## src/rtl/booth_divider_seq_pkg.sv

```systemverilog
// Shared definitions for the sequential signed divider: FSM state encoding,
// default operand width and the iteration counter sizing helper.
package booth_divider_seq_pkg;

  localparam int DEFAULT_WIDTH = 8;

  typedef enum logic [1:0] {
    IDLE = 2'd0,
    CALC = 2'd1,
    FIX  = 2'd2,
    DONE = 2'd3
  } state_t;

  // The counter must be able to hold the value WIDTH itself.
  function automatic int cnt_width(input int width);
    return $clog2(width) + 1;
  endfunction

endpackage

```

## src/rtl/booth_divider_seq_div_substep.sv

```systemverilog
// One restoring-division step: shift {rem,quo} left, trial-subtract |divisor|.
// Purely combinational, no backpressure; the caller registers the outputs.
module div_substep #(
  parameter int WIDTH = 8
) (
  input  logic [WIDTH:0]   rem,
  input  logic [WIDTH-1:0] quo,
  input  logic [WIDTH:0]   divisor_mag,
  output logic [WIDTH:0]   next_rem,
  output logic [WIDTH-1:0] next_quo
);

  logic [WIDTH+1:0] shifted;
  logic [WIDTH:0]   diff;
  logic             fits;

  assign shifted  = {rem, quo[WIDTH-1]};
  assign fits     = shifted >= {1'b0, divisor_mag};
  assign diff     = shifted[WIDTH:0] - divisor_mag;
  assign next_rem = fits ? diff : shifted[WIDTH:0];
  assign next_quo = {quo[WIDTH-2:0], fits};

endmodule

```

## src/rtl/booth_divider_seq.sv

```systemverilog
// Sequential signed divider, one quotient bit per clock; out_valid rises WIDTH+2 edges after accept
// (1 for divide-by-zero). in_ready only in IDLE; results held in DONE until out_ready.
module booth_divider_seq
  import booth_divider_seq_pkg::*;
#(
  parameter int WIDTH = DEFAULT_WIDTH
) (
  input  logic             clk,
  input  logic             rst_n,
  input  logic             in_valid,
  output logic             in_ready,
  input  logic [WIDTH-1:0] dividend,
  input  logic [WIDTH-1:0] divisor,
  output logic             out_valid,
  input  logic             out_ready,
  output logic [WIDTH-1:0] quotient,
  output logic [WIDTH-1:0] remainder,
  output logic             div_by_zero,
  output logic             overflow
);

  localparam int CNT_W = cnt_width(WIDTH);
  localparam logic [WIDTH-1:0] MIN_NEG = {1'b1, {(WIDTH-1){1'b0}}};

  state_t           state;
  state_t           next_state;
  logic [CNT_W-1:0] cnt;
  logic [WIDTH:0]   rem_q;
  logic [WIDTH:0]   divisor_q;
  logic [WIDTH-1:0] quo_q;
  logic [WIDTH:0]   next_rem;
  logic [WIDTH-1:0] next_quo;
  logic             quo_neg;
  logic             rem_neg;
  logic             ovf_q;

  logic [WIDTH-1:0] dividend_mag;
  logic [WIDTH:0]   divisor_mag;
  logic             divisor_zero;
  logic             last_iter;

  // |MIN_NEG| wraps back to MIN_NEG, which reads correctly as an unsigned magnitude.
  assign dividend_mag = dividend[WIDTH-1] ? (~dividend + 1'b1) : dividend;
  assign divisor_mag  = {1'b0, divisor[WIDTH-1] ? (~divisor + 1'b1) : divisor};
  assign divisor_zero = (divisor == '0);
  assign last_iter    = (cnt == CNT_W'(WIDTH - 1));

  div_substep #(.WIDTH(WIDTH)) u_substep (
    .rem         (rem_q),
    .quo         (quo_q),
    .divisor_mag (divisor_q),
    .next_rem    (next_rem),
    .next_quo    (next_quo)
  );

  always_ff @(posedge clk) begin
    if (!rst_n) state <= IDLE;
    else        state <= next_state;
  end

  always_comb begin
    next_state = state;
    in_ready   = 1'b0;
    case (state)
      IDLE: begin
        in_ready = 1'b1;
        if (in_valid) next_state = divisor_zero ? DONE : CALC;
      end
      CALC:    if (last_iter) next_state = FIX;
      FIX:     next_state = DONE;
      DONE:    if (out_valid && out_ready) next_state = IDLE;
      default: next_state = IDLE;
    endcase
  end

  always_ff @(posedge clk) begin
    if (!rst_n) begin
      out_valid   <= 1'b0;
      quotient    <= '0;
      remainder   <= '0;
      div_by_zero <= 1'b0;
      overflow    <= 1'b0;
      cnt         <= '0;
      rem_q       <= '0;
      quo_q       <= '0;
      divisor_q   <= '0;
      quo_neg     <= 1'b0;
      rem_neg     <= 1'b0;
      ovf_q       <= 1'b0;
    end else begin
      // Registered from the state, so out_valid trails DONE entry by one cycle.
      out_valid <= (state == DONE) && !(out_valid && out_ready);
      case (state)
        IDLE: begin
          if (in_valid) begin
            quo_q     <= dividend_mag;
            rem_q     <= '0;
            divisor_q <= divisor_mag;
            cnt       <= '0;
            quo_neg   <= dividend[WIDTH-1] ^ divisor[WIDTH-1];
            rem_neg   <= dividend[WIDTH-1];
            ovf_q     <= (dividend == MIN_NEG) && (divisor == {WIDTH{1'b1}});
            if (divisor_zero) begin
              quotient    <= '1;
              remainder   <= dividend;
              div_by_zero <= 1'b1;
              overflow    <= 1'b0;
            end
          end
        end
        CALC: begin
          rem_q <= next_rem;
          quo_q <= next_quo;
          cnt   <= cnt + CNT_W'(1);
        end
        FIX: begin
          quotient    <= quo_neg ? (~quo_q + 1'b1) : quo_q;
          remainder   <= rem_neg ? (~rem_q[WIDTH-1:0] + 1'b1) : rem_q[WIDTH-1:0];
          div_by_zero <= 1'b0;
          overflow    <= ovf_q;
        end
        default: ;
      endcase
    end
  end

endmodule

```

## config.mk

```make
export PLATFORM = sky130hd
export DESIGN_NAME = booth_divider_seq
export DESIGN_NICKNAME = d
export VERILOG_FILES = /design/src/rtl/booth_divider_seq_pkg.sv /design/src/rtl/booth_divider_seq_div_substep.sv /design/src/rtl/booth_divider_seq.sv
export SDC_FILE = /design/constraint.sdc
export NUM_CORES = 1
export LEC_CHECK = 0
export BUFFER_PORTS_ARGS = -buffer_cell sky130_fd_sc_hd__buf_4
export CORE_MARGIN = 5
export CORE_UTILIZATION = 44
export DETAILED_ROUTE_END_ITERATION = 8
export GPL_ROUTABILITY_DRIVEN = 0
export PLACE_DENSITY = 0.66
export SYNTH_ARGS = -nofsm -noshare
export SYNTH_HDL_FRONTEND = slang
export SYNTH_SLANG_ARGS = --single-unit
```

## constraint.sdc

```tcl
create_clock -name clk -period 2.2 [get_ports clk]
set_input_delay 0.22 -clock clk [delete_from_list [all_inputs] [get_ports clk]]
set_output_delay 0.22 -clock clk [all_outputs]
set_load 0.005 [all_outputs]
```

==> qor.txt <==
R2R Path Start - quo_q[7]
CTS clk-pin slew, worst paths - 100 ps
Initial antenna violation count - 0
Yosys warns - 0
Vias in the first global route - 2906
CTS tree - built
Register share of total power - 30.3%
Commonest cells in the netlist - 53 x dfxtp_1, 50 x nand2_1, 26 x inv_1
Syn avg cell area - 8.344 um2
Synth top area share - 31.17%
Starting Density - 44.52%
Crit-path cells - inv_1 > ha_1 > inv_1 > fa_1 > nand3_1 > a31oi_1 > nor4_2 > buf_4 > mux2i_1 > a22o_1
Crit path launch - quo_q[7]
Switching power - 2.082 mW
Hold buffers post-CTS - 0
Main synth FF type - dfxtp_1
Tot Pwr - 4.739 mW
Setup bufs post-CTS - 0
R2r endpoint - rem_q[0]
Syn Nets - 447
Async S/R FF share, synth - 0%
Synth top area cells - dfxtp_1 31%, ha_1 6.6%, nand2_1 5.5%
Peak VDD IR - 0.0006029 V
Post-Synthesis Cells - 408
# diodes - 0
Drc violations - 0
CP Data Arrival Time - 2290 ps
Fin. Hold Viols - 0
Hold WC Path Type - in -> reg
Final period util - 91.84%
Critical Path RT - 2470 ps
Post-CTS sizing - 0
Reported max-cap violation count - 0
Outcome - finished clean
Total CTS buffers - 5
Vias/cell - 5.471
Sum of buffers and inverters on the critical path - 3
Core outline area - 7647 um2
Crit path depth - 10
Worst slew pin tran - 451.3 ps
Comb power frac - 57.5%
Nets - 483
R2R cell count - 10
Pint - 2.657 mW
Setup TNS - 0 ps
Clock latency at the later pin of the worst-skew pair - 320 ps
R2r setup slk - 180 ps
Sequential share of the synthesized area - 31.17%
Yosys top cell by area - dfxtp_1
First-pass GRT wire length - 13740 um
H-tree Lvls - 2
Most used cell along the critical path - inv_1
CP Class - reg -> reg
Total Wirelength - 8062 um
Synthesized area - 3405 um2
Max clock buf depth - 2
Worst-path fanout max - 12
Slew Viols, Final - 0
Clock skew - 7.352 ps
Antenna Nets Post-Route - 0
Initial DRC Count - 182
Die Ht - 97.97 um
Total gr overflow - 0
Die area - 9597 um2
Share of cells above drive strength 1 - 15.77%
Unrepaired setup endpoints after global routing - no
Routed WL per cell - 14.77 um
Fmax - 495.0 MHz
Slew HR - 69.13%
Ports - 40
Post-DP HPWL - 6142 um
Clk sinks - 53
Horiz. Die Dim - 97.97 um
Crit. End Element - flop
Clock root cell - clkbuf_8
Static Leak - 1.699 nW
I/O Buffers - 39
Post-synth EDFFs - 0
Gr usage total - 17.25%
Pin count of the biggest net entering global routing - 46
Delay-heaviest family, CP - adder cells
Area grow syn2layout - 14.92%
Power per cell area - 1211 nW/um2
CP Launch Type - flop
Clock power frac - 12.2%
Post-layout min period - 2020 ps
CP max stage cell - fa_1
Switching Share - 43.94%
FP Rows - 32
CP max stage delay - 390 ps
Setup violators final - 0
Initial DRT Pass Iterations - 5
Yosys cell types - 60
Most numerous cell in the Yosys netlist - dfxtp_1
Via count - 2987
Critical Path End - rem_q[0]
#FFs+latches synth - 53
[worst min-delay path by stage]
| stage | to | depth (start not counted) | start |
|---|---|---|---|
| global route | quo_q[7] | 2 | rst_n |
| CTS | quo_q[1] | 2 | rst_n |
| detailed placement | remainder[2] | 2 | remainder[2] |
| global placement | remainder[6] | 2 | remainder[6] |
| floorplan | divisor_q[0] | 2 | divisor[0] |
| finish | quo_q[1] | 2 | rst_n |
[power groups by stage]
stage                     combinational [mW]  clock [mW]  sequential, mW
after detailed placement                2.72           0            1.46
after global routing                    3.04       0.635            1.47
final                                   2.72       0.576            1.44
after global placement                  2.68           0            1.45
after floorplan                         1.98           0            1.42
after CTS                               2.73       0.595            1.44
[per-stage QoR]
stage | hold slack (ps) | area, um2 | cells | util (%) | setup slack, ps
global route | 196.0 | 3913 | 546 | 51.16 | 10.74
detailed placement | 445.2 | 3822 | 539 | 49.98 | 181.4
finish | 194.4 | 3913 | 546 | 51.16 | 179.6
CTS | 183.6 | 3913 | 546 | 51.16 | 171.3
floorplan | 364.9 | 3405 | 408 | - | 41.93
global placement | 439.6 | 3822 | 539 | 49.98 | 219.2
[routing by layer]
layer / global-route usage (%) / vias up / wire length (um)
met1: 24.75 / 1362 / 4035
met4: 7.029 / 0 / 138
li1: - / 1534 / -
met2: 25.86 / 80 / 3490
met5: 0 / - / 0
met3: 2.571 / 11 / 397
[cell families (layout without fill, tap and decap cells)]
group | after synthesis | after routing | synth area share (%)
AOI/OAI and AO/OA | 122 | 122 | 25.98
xor gates and xnor gates | 26 | 26 | 6.689
adders and majority gates | 19 | 19 | 7.203
buffers and inverters | 51 | 87 | 6.248
DFF | 53 | 53 | 31.17
muxes | 12 | 12 | 3.528
and+or+nand+nor | 125 | 125 | 19.18
[cells in the final DEF, fill, tap and decap left out, types with 4 or more instances in the layout]
cell / count
a211o_1: 4
a21boi_0: 7
a21boi_1: 10
a21oi_1: 15
a32oi_1: 4
buf_4: 54
clkbuf_8: 6
dfxtp_1: 53
ha_1: 18
inv_1: 26
mux2i_1: 12
nand2_1: 50
nand3_1: 11
nand4_1: 5
nor2_1: 17
nor2b_1: 11
nor3_1: 4
o211a_1: 11
o211ai_1: 8
o21ai_0: 9
o21ai_1: 16
o31ai_1: 13
xnor2_1: 11
xor2_1: 15
[state kept, by name, indices dropped and copies added (netlist names)]
register     cells
out_valid        1
cnt              4
divisor_q        8
div_by_zero      1
overflow         1
remainder        8
state            2
quo_neg          1
quotient         8
ovf_q            1
rem_q            9
quo_q            8
rem_neg          1
[area by class of cell]
type,count,area [um2]
Clock inverter,1,7.507
Multi-Input combinational cell,304,2131
Fill cell,744,3735
Timing Repair Buffer,54,405.4
Sequential cell,53,1061
Inverter,26,97.59
Clock buffer,6,82.58
Tap cell,102,127.6
(Power assumes the default switching activity.)
